[src/rtl/bus_select_mux_pkg.sv]
// Shared definitions for the bus_select_mux slice: default word width and word-packing helper.
`default_nettype none

package bus_select_mux_pkg;

   localparam int DEFAULT_BUS_SIZE = 32;

   // Low bit of packed word 'idx' when every word is 'bus_size' bits wide.
   function automatic int word_lsb(input int idx, input int bus_size);
      return idx * bus_size;
   endfunction

endpackage

`default_nettype wire

[src/rtl/bus_select_mux_pipe_reg.sv]
// pipe_reg: single-stage register, asynchronous active-low reset to zero, no enable.
`default_nettype none

module pipe_reg #(
   parameter int WIDTH = 1
) (
   input  logic             clk,
   input  logic             rst_n,
   input  logic [WIDTH-1:0] d,
   output logic [WIDTH-1:0] q
);

   always_ff @(posedge clk or negedge rst_n) begin
      if (!rst_n) begin
         q <= '0;
      end else begin
         q <= d;
      end
   end

endmodule

`default_nettype wire

[src/rtl/bus_select_mux.sv]
// bus_select_mux: combinational N-way word selector with out-of-range flag and a registered copy.
`default_nettype none

module bus_select_mux
   import bus_select_mux_pkg::*;
#(
   parameter int BITS_ENABLES = 1,
   parameter int BUS_SIZE     = DEFAULT_BUS_SIZE,
   parameter int NUM_INPUTS   = 2**BITS_ENABLES
) (
   input  logic                           clk,
   input  logic                           rst_n,
   input  logic [BITS_ENABLES-1:0]        i_en,
   input  logic [NUM_INPUTS*BUS_SIZE-1:0] i_data,
   output logic [BUS_SIZE-1:0]            o_data,
   output logic                           o_sel_err,
   output logic [BUS_SIZE-1:0]            o_data_q,
   output logic                           o_sel_err_q
);

   localparam int DEPTH = 2**BITS_ENABLES;
   localparam logic [BITS_ENABLES:0] NUM_INPUTS_W = NUM_INPUTS[BITS_ENABLES:0];

   if (NUM_INPUTS < 2) begin : g_chk_min_inputs
      $error("bus_select_mux: NUM_INPUTS must be at least 2");
   end
   if (NUM_INPUTS > DEPTH) begin : g_chk_max_inputs
      $error("bus_select_mux: NUM_INPUTS exceeds 2**BITS_ENABLES");
   end
   if (BUS_SIZE < 1) begin : g_chk_bus_size
      $error("bus_select_mux: BUS_SIZE must be at least 1");
   end

   // The table is padded to the full select range with zero words, so an
   // out-of-range index reads 0 and the index never needs a bounds guard.
   logic [BUS_SIZE-1:0] words [DEPTH];

   for (genvar k = 0; k < DEPTH; k++) begin : g_word
      if (k < NUM_INPUTS) begin : g_live
         assign words[k] = i_data[word_lsb(k, BUS_SIZE) +: BUS_SIZE];
      end else begin : g_pad
         assign words[k] = '0;
      end
   end

   logic [BITS_ENABLES:0] en_ext;
   logic [BUS_SIZE:0]     pipe_d;
   logic [BUS_SIZE:0]     pipe_q;

   assign en_ext    = {1'b0, i_en};
   assign o_data    = words[i_en];
   assign o_sel_err = (en_ext >= NUM_INPUTS_W);

   assign pipe_d = {o_sel_err, o_data};

   pipe_reg #(
      .WIDTH (BUS_SIZE + 1)
   ) u_pipe_reg (
      .clk   (clk),
      .rst_n (rst_n),
      .d     (pipe_d),
      .q     (pipe_q)
   );

   assign o_data_q    = pipe_q[BUS_SIZE-1:0];
   assign o_sel_err_q = pipe_q[BUS_SIZE];

endmodule

`default_nettype wire

[config.mk]
export PLATFORM = sky130hd
export DESIGN_NAME = bus_select_mux
export DESIGN_NICKNAME = d
export VERILOG_FILES = /design/src/rtl/bus_select_mux_pkg.sv /design/src/rtl/bus_select_mux_pipe_reg.sv /design/src/rtl/bus_select_mux.sv
export SDC_FILE = /design/constraint.sdc
export NUM_CORES = 1
export LEC_CHECK = 0
export CAP_MARGIN = 20
export CORE_MARGIN = 2
export CORE_UTILIZATION = 32
export DETAILED_ROUTE_END_ITERATION = 10
export GPL_TIMING_DRIVEN = 0
export PLACE_DENSITY = 0.94
export SETUP_SLACK_MARGIN = 0.5
export SLEW_MARGIN = 15
export SYNTH_ARGS = -nofsm -noshare
export SYNTH_HDL_FRONTEND = slang
export SYNTH_HIERARCHICAL = 1
export SYNTH_SLANG_ARGS = --single-unit
export TNS_END_PERCENT = 100
[constraint.sdc]
create_clock -name clk -period 1.6 [get_ports clk]
set_input_delay 0.16 -clock clk [delete_from_list [all_inputs] [get_ports clk]]
set_output_delay 0.16 -clock clk [all_outputs]
set_load 0.02 [all_outputs]
Word level (Yosys, flattened, before mapping)

Cells that the tools add are included.

Flip-flop bits (word level): 33

Magnitude comparators: 2
Mux-type cells: 3
Bitwise operators: 1

Operator list:

| kind                                                 | number |
|---|---|
| two-way mux 32 bit                                   | 3 |
| >= comparator 1 x 2 -> 1 bit (second input constant) | 1 |
| >= comparator 2 bit (second input constant)          | 1 |
| inverter 1 -> 2 bit                                  | 1 |

Logic depth before layout (Yosys ltp)

Depth after elaboration: 4
Gate-level depth with buffers: 3
Depth with buffers taken out: 1

By module

Netlist, hierarchy kept.

Modules (own cells, without submodules):

| module         | times used | cells each | area an instance (um^2) | seq. area each (um^2) |
|---|---|---|---|---|
| pipe_reg       | 1          | 33         | 825.8                   | 825.8 |
| bus_select_mux | 1          | 38         | 555.5                   | 0.0 |

Least setup slack after synthesis

No wires, ideal clock.

Kind: input -> output
From: input port i_en
To: output port o_data[0]
Data arrival time: 0.753 ns
Required time: 1.440 ns
Path slack: 0.687 ns
Stages on the path: 3
Cell sequence: buf_6 -> buf_12 -> mux2_4

Word-level cells in the longest chain between the ends: 4

RTL lines:

| what                                                   | RTL line             | text |
|---|---|---|
| start: declaration                                     | bus_select_mux.sv:13 | `input logic [BITS_ENABLES-1:0] i_en,` |
| inverter 1 -> 2 bit (implied by the code)              | bus_select_mux.sv:51 | `assign o_data = words[i_en];` |
| two-way mux 32 bit (implied by the code) (3 in series) | bus_select_mux.sv:51 |  |
| end: declaration                                       | bus_select_mux.sv:15 | `output logic [BUS_SIZE-1:0] o_data,` |

Every way passes these cells. The select of a mux whose other input is x is not followed.

Worst setup path after layout

From: register u_pipe_reg.q[19]
To: output port o_data_q[19]

RTL lines:

| what                     | RTL line                      | text |
|---|---|---|
| start: declaration       | bus_select_mux_pipe_reg.sv:10 | `output logic [WIDTH-1:0] q` |
| start signal: assignment | bus_select_mux_pipe_reg.sv:15 | `q <= '0;` |
| start signal: assignment | bus_select_mux_pipe_reg.sv:17 | `q <= d;` |
| end: declaration         | bus_select_mux.sv:17          | `output logic [BUS_SIZE-1:0] o_data_q,` |

No word-level cell between the ends.

==> results.md <==
- The half-perimeter wire length after placement is 3330 um.
- The starting density of the core is 0.338.
- The post-synthesis sequential element count is 33.
- The worst hold path terminates at u_pipe_reg/q[22].
- The finished cells cover 2780 um^2.
- The run finished with clean final reports.
- In the post-synthesis netlist, the biggest area contributors are dfrtp_1, mux2_4, buf_12.
- The placed instance area is 2740 um^2.
- The worst endpoint required time is 1.44 ns.
- The clock tree synthesis step divided the H-tree into 2 levels.
- The worst path buffer plus inverter count is 1.
- The cell with the largest stage delay on the worst path is dfrtp_1.
- Across the VDD grid, the largest voltage drop is 577 uV.
- The final antenna-violating net count is 0.
- The clock tree root driver cell is clkbuf_8.
- The number of nets in the layout is 285.
- In this run the tool buffered the top-level ports with 130 buffer cells.
- The number of warning messages in the yosys log is 6.
- In this run the worst path has a maximum fanout of 1.
- The maximum number of pins on one net before global-route repair is 34.
- The total DRC errors in the routed layout is 0.
- The distinct cell type count after synthesis is 7.
- The kind of critical path is flip-flop to output port.
- The cell count after synthesis is 71.
- In the routed layout, each cell is associated on average with a via count of 4.31.
- Relative to the synthesized area, the layout overhead comes to 101%.
- The final period demand of the worst path is 1.06 ns.
- The count of TritonRoute iterations in the first routing pass is 4.
- In the synthesized netlist the dominant register cell turns out to be dfrtp_1.
- The number of ports placed on the die boundary is 133.
- Setup repair after global routing left no endpoint under its margin.
- The post-synthesis average cell area is 19.5 um^2.
- The die is 69.7 um tall.
- The floorplan die area is 4860 um^2.
- The count of pins over their slew limit is 0.
- Hold timing on the final database bottoms out at a slack of 0.218 ns.
- The min-delay analysis places its worst path in the category input pin to flip-flop.
- In the final routed layout, each cell accounts on average for 15.7 um.
- The number of sinks on the clock net is 33.
- dfrtp_1 takes more of the synthesized area than any other cell.
- The flip-flop count of the largest register, all copies and words added is 33.
- Global routing finished with a remaining overflow of 0.
- The number of antenna diodes in the final layout is 0.
- Dividing total power by cell area gives a power density of 853 nW/um^2.
- Routability-driven placement finished with a final weighted congestion of 0.722.
- The most frequent cell after synthesis is dfrtp_1.
- The share of synthesized registers carrying an async set or reset is 1.00.
- The delay of the slowest cell on the worst path is 0.37 ns.
- The number of hold-slack violations in the final timing report is 0.
- The total routed wirelength is 4220 um.
- The leakage power is 1.47 nW.
- The global-route wire length before repair is 6320 um.
- The largest register by flop count is u_pipe_reg/q.
- In the global route stage, overall resource usage came out at 0.171.
- The top achievable clock speed is 0.941 GHz.
- Clock-pin slew was measured on the worst setup and hold paths at 0.07 ns.
- The detailed router finished its first iteration with 17 violations.
- In the finished design, the share of the clock period the worst path needs comes to 0.664.
- The TritonCTS buffer count is 5.
- The initial antenna violation count is 0.
- In this run the deepest clock path goes through 2 buffers.
- The register area share after synthesis is 0.598.
- The number of enable-type register cells in the synthesized netlist is 0.
- Setup violations remaining at the end of the flow were counted as 0.
- TritonCTS built the clock tree.
- In the final layout, the share of cells above drive strength 1 is 0.537.
- The worst setup path is captured at an output port.
- The floorplan die width is 69.7 um.
- The standard-cell row count is 23.
- STA classifies the critical path startpoint as a flip-flop.
- By count the netlist is led by dfrtp_1, mux2_4, buf_12.
- The signal on the critical path passes through clkdlybuf4s15_2.
- The routed layout has 1156 vias.
- The floorplan core area is 4090 um^2.
- The cell family with the largest share of critical-path delay is flip-flops.
- The via count of the first global-routing pass came to 1213.
- Of the post-synthesis cell area, the dominant cell type holds 0.598.
- The largest registers in the layout are u_pipe_reg/q (33).
- Across the run, the number of max-cap violations was 0.
- The startpoint of the lowest-slack hold path is i_en.
- Counting instances, the worst hold path has a depth of 2.
- The worst endpoint data arrival time is 0.90 ns.
- The area of the mapped netlist is 1380 um^2.
[logic make-up (layout without fill, tap and decap cells)]
| logic type | after synthesis | in the layout | synth area share |
|---|---|---|---|
| other | 1 | 2 | 0.00271 |
| multiplexers | 32 | 32 | 0.342 |
| flip-flops | 33 | 33 | 0.598 |
| buffers and inverters | 5 | 151 | 0.0571 |
[metal layers]
layer / track usage / share of wire
met5: 0 / 0
met3: 0.0610 / 0.068
met4: 0.0577 / 0.014
met2: 0.325 / 0.58
met1: 0.172 / 0.34
[per-stage QoR]
stage	std cells	setup TNS, ns	worst slack (ns)	util	total power, W
6_report	268	0	0.537	0.681	0.00237
5_1_grt	268	0	0.500	0.681	0.00247
4_1_cts	267	0	0.482	0.707	0.00242
3_5_place_dp	252	0	0.0265	0.671	0.00170
3_3_place_gp	252	-8.20	-0.250	0.673	0.00169
2_1_floorplan	72	0	0.687	-	0.00126
[where the power goes]
part           switching [W]  leakage [nW]  internal, W
Combinational       0.000333          1.04     0.000382
Clock               0.000291        0.0540     0.000452
Sequential         0.0000174         0.385     0.000896
Total               0.000642          1.47      0.00173
[repair_timing]
action,4_1_cts,5_1_grt
setup endpoints to repair,65,58
gates resized for setup,332,26
buffers inserted,7,1
gates cloned,0,0
hold buffers,1,0
hold endpoints to repair,33,0
[layout by cell type (no fill, tap or decap), drive strengths merged]
cell type	netlist	final
conb	1	2
bufinv	0	1
dfrtp	33	33
clkbuf	0	29
clkdlybuf4s15	0	9
dlymetal6s2s	0	1
dlygate4sd2	0	63
buf	5	46
clkinv	0	1
dlygate4sd3	0	1
mux2	32	32
[worst max path at each step]
stage | slack [ns] | cells past startpoint | startpoint | end
6_report | 0.54 | 1 | u_pipe_reg/q[19] | o_data_q[19]
5_1_grt | 0.50 | 1 | u_pipe_reg/q[28] | o_data_q[28]
4_1_cts | 0.48 | 3 | i_data[43] | o_data[11]
3_5_place_dp | 0.03 | 3 | i_data[11] | o_data[11]
3_3_place_gp | -0.25 | 1 | rst_n | u_pipe_reg/q[23]
2_1_floorplan | 0.69 | 3 | i_en | o_data[0]
[layout make-up]
type | count | area, um^2
plain buffers | 5 | 78.8
clock buffers | 5 | 68.8
clock inverters | 2 | 35.0
fillers | 329 | 1310
multi-input cells | 34 | 488
flip-flops and latches | 33 | 826
well taps | 50 | 62.6
repair buffers | 139 | 1220
Power figures use the tool's default switching activity.
